==> src/rtl/gray_pkg.sv <==
// Shared Gray-code helpers for pointer crossings.
// Functions take zero-extended vectors so any pointer width up to GRAY_MAX_W works.
package gray_pkg;

  localparam int unsigned GRAY_MAX_W = 32;

  // Binary bit i is the XOR of all Gray bits at or above i.
  function automatic logic [GRAY_MAX_W-1:0] gray2bin(input logic [GRAY_MAX_W-1:0] g);
    logic [GRAY_MAX_W-1:0] b;
    b = '0;
    for (int unsigned i = 0; i < GRAY_MAX_W; i++) begin
      b[i] = ^(g >> i);
    end
    return b;
  endfunction

  function automatic int unsigned popcount(input logic [GRAY_MAX_W-1:0] v);
    int unsigned cnt;
    cnt = 0;
    for (int unsigned i = 0; i < GRAY_MAX_W; i++) begin
      cnt = cnt + 32'(v[i]);
    end
    return cnt;
  endfunction

endpackage

==> src/rtl/sync_chain.sv <==
// Plain multi-flop synchronizer: STAGES flops in series, synchronous reset to 0.
module sync_chain #(
  parameter int unsigned WIDTH  = 4,
  parameter int unsigned STAGES = 2
) (
  input  logic             clk,
  input  logic             rst,
  input  logic [WIDTH-1:0] d,
  output logic [WIDTH-1:0] q
);

  logic [WIDTH-1:0] stage_q [STAGES];

  always_ff @(posedge clk) begin
    if (rst) begin
      for (int i = 0; i < int'(STAGES); i++) begin
        stage_q[i] <= '0;
      end
    end else begin
      stage_q[0] <= d;
      for (int i = 1; i < int'(STAGES); i++) begin
        stage_q[i] <= stage_q[i-1];
      end
    end
  end

  assign q = stage_q[STAGES-1];

endmodule

==> src/rtl/gray_ptr_receiver.sv <==
// Receiving end of a Gray pointer crossing: synchronize, decode, check legality,
// and derive occupancy/empty/full against the local binary pointer.
module gray_ptr_receiver
  import gray_pkg::*;
#(
  parameter int unsigned PTR_WIDTH        = 4,
  parameter int unsigned SYNC_STAGES      = 2,
  parameter bit          REMOTE_IS_WRITER = 1'b1
) (
  input  logic                 clk,
  input  logic                 rst,
  input  logic [PTR_WIDTH-1:0] gray_ptr_in,
  input  logic [PTR_WIDTH-1:0] local_bin_ptr,
  input  logic                 err_clr,
  output logic [PTR_WIDTH-1:0] remote_bin_ptr,
  output logic                 ptr_advance,
  output logic [PTR_WIDTH-1:0] advance_cnt,
  output logic [PTR_WIDTH-1:0] occupancy,
  output logic                 empty,
  output logic                 full,
  output logic                 hamming_err,
  output logic                 range_err
);

  localparam int unsigned          DEPTH   = 2 ** (PTR_WIDTH - 1);
  localparam logic [PTR_WIDTH-1:0] DEPTH_P = PTR_WIDTH'(DEPTH);

  logic [PTR_WIDTH-1:0] sync_gray;
  logic [PTR_WIDTH-1:0] prev_gray;
  logic [PTR_WIDTH-1:0] sync_bin;
  logic                 multi_bit_step;
  logic                 over_range;

  sync_chain #(
    .WIDTH  (PTR_WIDTH),
    .STAGES (SYNC_STAGES)
  ) u_sync (
    .clk (clk),
    .rst (rst),
    .d   (gray_ptr_in),
    .q   (sync_gray)
  );

  always_comb begin
    sync_bin       = PTR_WIDTH'(gray2bin(GRAY_MAX_W'(sync_gray)));
    multi_bit_step = popcount(GRAY_MAX_W'(sync_gray ^ prev_gray)) > 1;
  end

  // Capture stage: decode, step size and change pulse all relative to the last sample.
  always_ff @(posedge clk) begin
    if (rst) begin
      prev_gray      <= '0;
      remote_bin_ptr <= '0;
      advance_cnt    <= '0;
      ptr_advance    <= 1'b0;
    end else begin
      prev_gray      <= sync_gray;
      remote_bin_ptr <= sync_bin;
      advance_cnt    <= sync_bin - remote_bin_ptr;
      ptr_advance    <= (sync_gray != prev_gray);
    end
  end

  // Local pointer is used live so a local move never makes the flags optimistic.
  always_comb begin
    occupancy = '0;
    if (REMOTE_IS_WRITER) begin
      occupancy = remote_bin_ptr - local_bin_ptr;
    end else begin
      occupancy = local_bin_ptr - remote_bin_ptr;
    end
    empty      = (occupancy == '0);
    full       = (occupancy == DEPTH_P);
    over_range = (occupancy > DEPTH_P);
  end

  // Sticky error flags; a fresh set condition beats a coincident clear.
  always_ff @(posedge clk) begin
    if (rst) begin
      hamming_err <= 1'b0;
      range_err   <= 1'b0;
    end else begin
      if (multi_bit_step) begin
        hamming_err <= 1'b1;
      end else if (err_clr) begin
        hamming_err <= 1'b0;
      end
      if (over_range) begin
        range_err <= 1'b1;
      end else if (err_clr) begin
        range_err <= 1'b0;
      end
    end
  end

endmodule

==> config.mk <==
export PLATFORM = sky130hd
export DESIGN_NAME = gray_ptr_receiver
export DESIGN_NICKNAME = d
export VERILOG_FILES = /design/src/rtl/gray_pkg.sv /design/src/rtl/sync_chain.sv /design/src/rtl/gray_ptr_receiver.sv
export SDC_FILE = /design/constraint.sdc
export NUM_CORES = 1
export LEC_CHECK = 0
export CAP_MARGIN = 20
export CORE_MARGIN = 4
export CORE_UTILIZATION = 49
export CTS_CLUSTER_SIZE = 40
export DETAILED_ROUTE_END_ITERATION = 12
export PLACE_DENSITY = 0.87
export SLEW_MARGIN = 20
export SYNTH_ARGS = -nofsm -noshare
export SYNTH_HDL_FRONTEND = slang
export SYNTH_SLANG_ARGS = --single-unit
==> constraint.sdc <==
create_clock -name clk -period 4.34 [get_ports clk]
set_clock_uncertainty 0.1 [all_clocks]
set_input_delay 0.868 -clock clk [delete_from_list [all_inputs] [get_ports clk]]
set_output_delay 0.868 -clock clk [all_outputs]
set_load 0.01 [all_outputs]
==> run summary <==
Mapped Avg Cell Area = 10.3 sq um
Most numerous cell in the Yosys netlist = dfxtp_1
Vias per inst = 4.66
Critical R2R Launch = u_sync.stage_q[0][6]
Ys flop type = dfxtp_1
Die width = 52.3 microns
Placed wire-length estimate = 1.28 mm
Reg-to-reg slack, setup = 2.25 ns
Critical Path Source = local_bin_ptr[0]
Hold Vio Cnt, Final = 0
Clock latency on the worst-skew pair = 0.31 ns
Crit path capture type = output pin
Max Fclk = 0.254 GHz
Final-stage net count = 142
FP Rows = 15
Max Buffers Root-to-Sink = 2
Cell Pwr Density = 385 nW/um^2
Peak VDD IR = 239 uV
Sequential element share of the synthesized area = 0.458
Post-CTS Hold Buffers = 0
CTS Sinks = 22
Die Area = 2740 sq um
FFs w/ async S/R, synth = 0
DRC Markers = 0
Hold_sp = u_sync.stage_q[0][1]
Post-CTS setup buffers = 0
Core ar. = 1800 sq um
H-tree depth = 1
Syn nets = 113
Root buffer cell = clkbuf_4
Fill count = 139
Synth top cells by count = dfxtp_1, nor2b_1, inv_1, nor2_1, xor2_1
Reg area = 440 sq um
Via Count = 680
Ranking of synthesized cells by area = dfxtp_1, nor2b_1, ha_1, xor2_1, fa_1
Largest net degree at the start of global routing = 23
Multi-input logic area = 462 sq um
IO Port Bufs = 27
Die height = 52.3 microns
Yosys reg bits = 22
N_diodes = 0
Total chip power = 500 uW
Gate Count Post-Synth = 93
Num CTS Buffers = 3
Rel. slew slack = 0.503
Critical Path RT = 3.37 ns
I/O pin cnt = 28
Utilization after layout = 0.720
Initial Utilization = 0.534
CP Launch Type = input pin
First-pass GRT wire length = 2.86 mm
Gr usage total = 0.144
First-pass DRT Iterations = 2
Initial antenna violation count = 0
WL per Instance = 11.2 microns
Setup violators final = 0
CTS tree = yes
Gpl congestion = 0.720
Number of global-route vias before repair = 698
Synth warn = 0
Lkg Pwr = 0.574 nW
Post-synth top area cell = dfxtp_1
Final antenna-violating net count = 0
Layout cells sized above 1 = 0.0661
RSZ-0062 raised after global routing = no
Status = complete, no violations
Worst hold path type = flip-flop to flip-flop
Crit path kind = input pin to output pin
Wirelength, routed = 1.64 mm
Hold_ws = 0.352 ns
Final slew viol count = 0
Slew @ Worst Pin = 0.743 ns
Synth top area share = 0.458
Netlist cell types = 23
Grt total ovfl = 0
Fin crit share = 0.907
Max Cap Viol = 0
Crit Path Max Fanout = 3
Post-CTS sizing = 0
Worst Path Arrival = 2.97 ns
Setup TNS = 0 ns
Syn-to-layout area delta = 34.8%
Post-synth EDFFs = 0
Synthesized cell area = 962 sq um
Clock transition at path regs = 0.12 ns
Final critical-path required period = 3.94 ns
Iteration-0 DRC Markers = 2
-- per-stage QoR --
stage	instance area [sq um]	setup WS, ns	std cells
4_1_cts	1300	0.401	146
3_3_place_gp	1240	0.469	142
6_report	1300	0.404	146
2_1_floorplan	962	1.40	93
3_5_place_dp	1240	0.402	142
5_1_grt	1300	0.338	146
-- layout by cell type (no fill, tap or decap), types with 2 or more instances in the layout --
cell type / n
a21oi_1: 3
nor2b_1: 14
nor2_1: 7
xor2_2: 2
dfxtp_1: 22
ha_1: 6
fa_1: 3
inv_1: 11
clkdlybuf4s50_1: 27
xor2_1: 7
clkbuf_4: 3
nand3_1: 4
-- report_power, final --
part | switching (mW) | total, mW | internal [mW]
Sequential | 0.00736 | 0.225 | 0.217
Clock | 0.0611 | 0.155 | 0.0935
Combinational | 0.0528 | 0.121 | 0.0679
Total | 0.121 | 0.500 | 0.379
-- registers in the layout, summed over array words and instances, names as in the netlist --
name and flops:
advance_cnt 4, remote_bin_ptr 3, u_sync.stage_q 8, hamming_err 1
ptr_advance 1, prev_gray 4, range_err 1
-- critical path, cell delays in order --
cell and delay, ns:
clkdlybuf4s50_1 0.41, ha_1 0.23, fa_1 0.38, xor2_1 0.19, nand3_1 0.14, and3b_1 0.23
clkdlybuf4s50_1 0.53
-- per-layer routing --
metal / up-vias / track usage / wire [microns]
met2: 26 / 0.248 / 793
met1: 305 / 0.155 / 679
met4: 0 / 0.0894 / 35
met3: 3 / 0.0399 / 133
met5: - / 0 / 0
li1: 346 / - / -
-- path summary, 6_finish.rpt --
path | end | cells past startpoint
setup / recovery | full | 7
hold / removal | u_sync.stage_q[0][5] | 1
setup reg to reg | advance_cnt[2] | 7
hold reg to reg | u_sync.stage_q[0][5] | 1
-- cells by family after synthesis --
kind of cell	after synthesis	share of synthesized area
flops	22	0.458
compound gates	6	0.0377
xor+xnor	10	0.114
fa+ha+maj	9	0.140
buf+inv	14	0.0624
simple gates	32	0.187
-- final cells by class --
cell class,count,area share
clock buffer,3,0.0174
clock inverter,1,0.0231
inverter,11,0.0318
multi-input combinational,57,0.356
sequential,22,0.339
tap,25,0.0241
timing repair buffer,27,0.208
(Power assumes the default switching activity.)
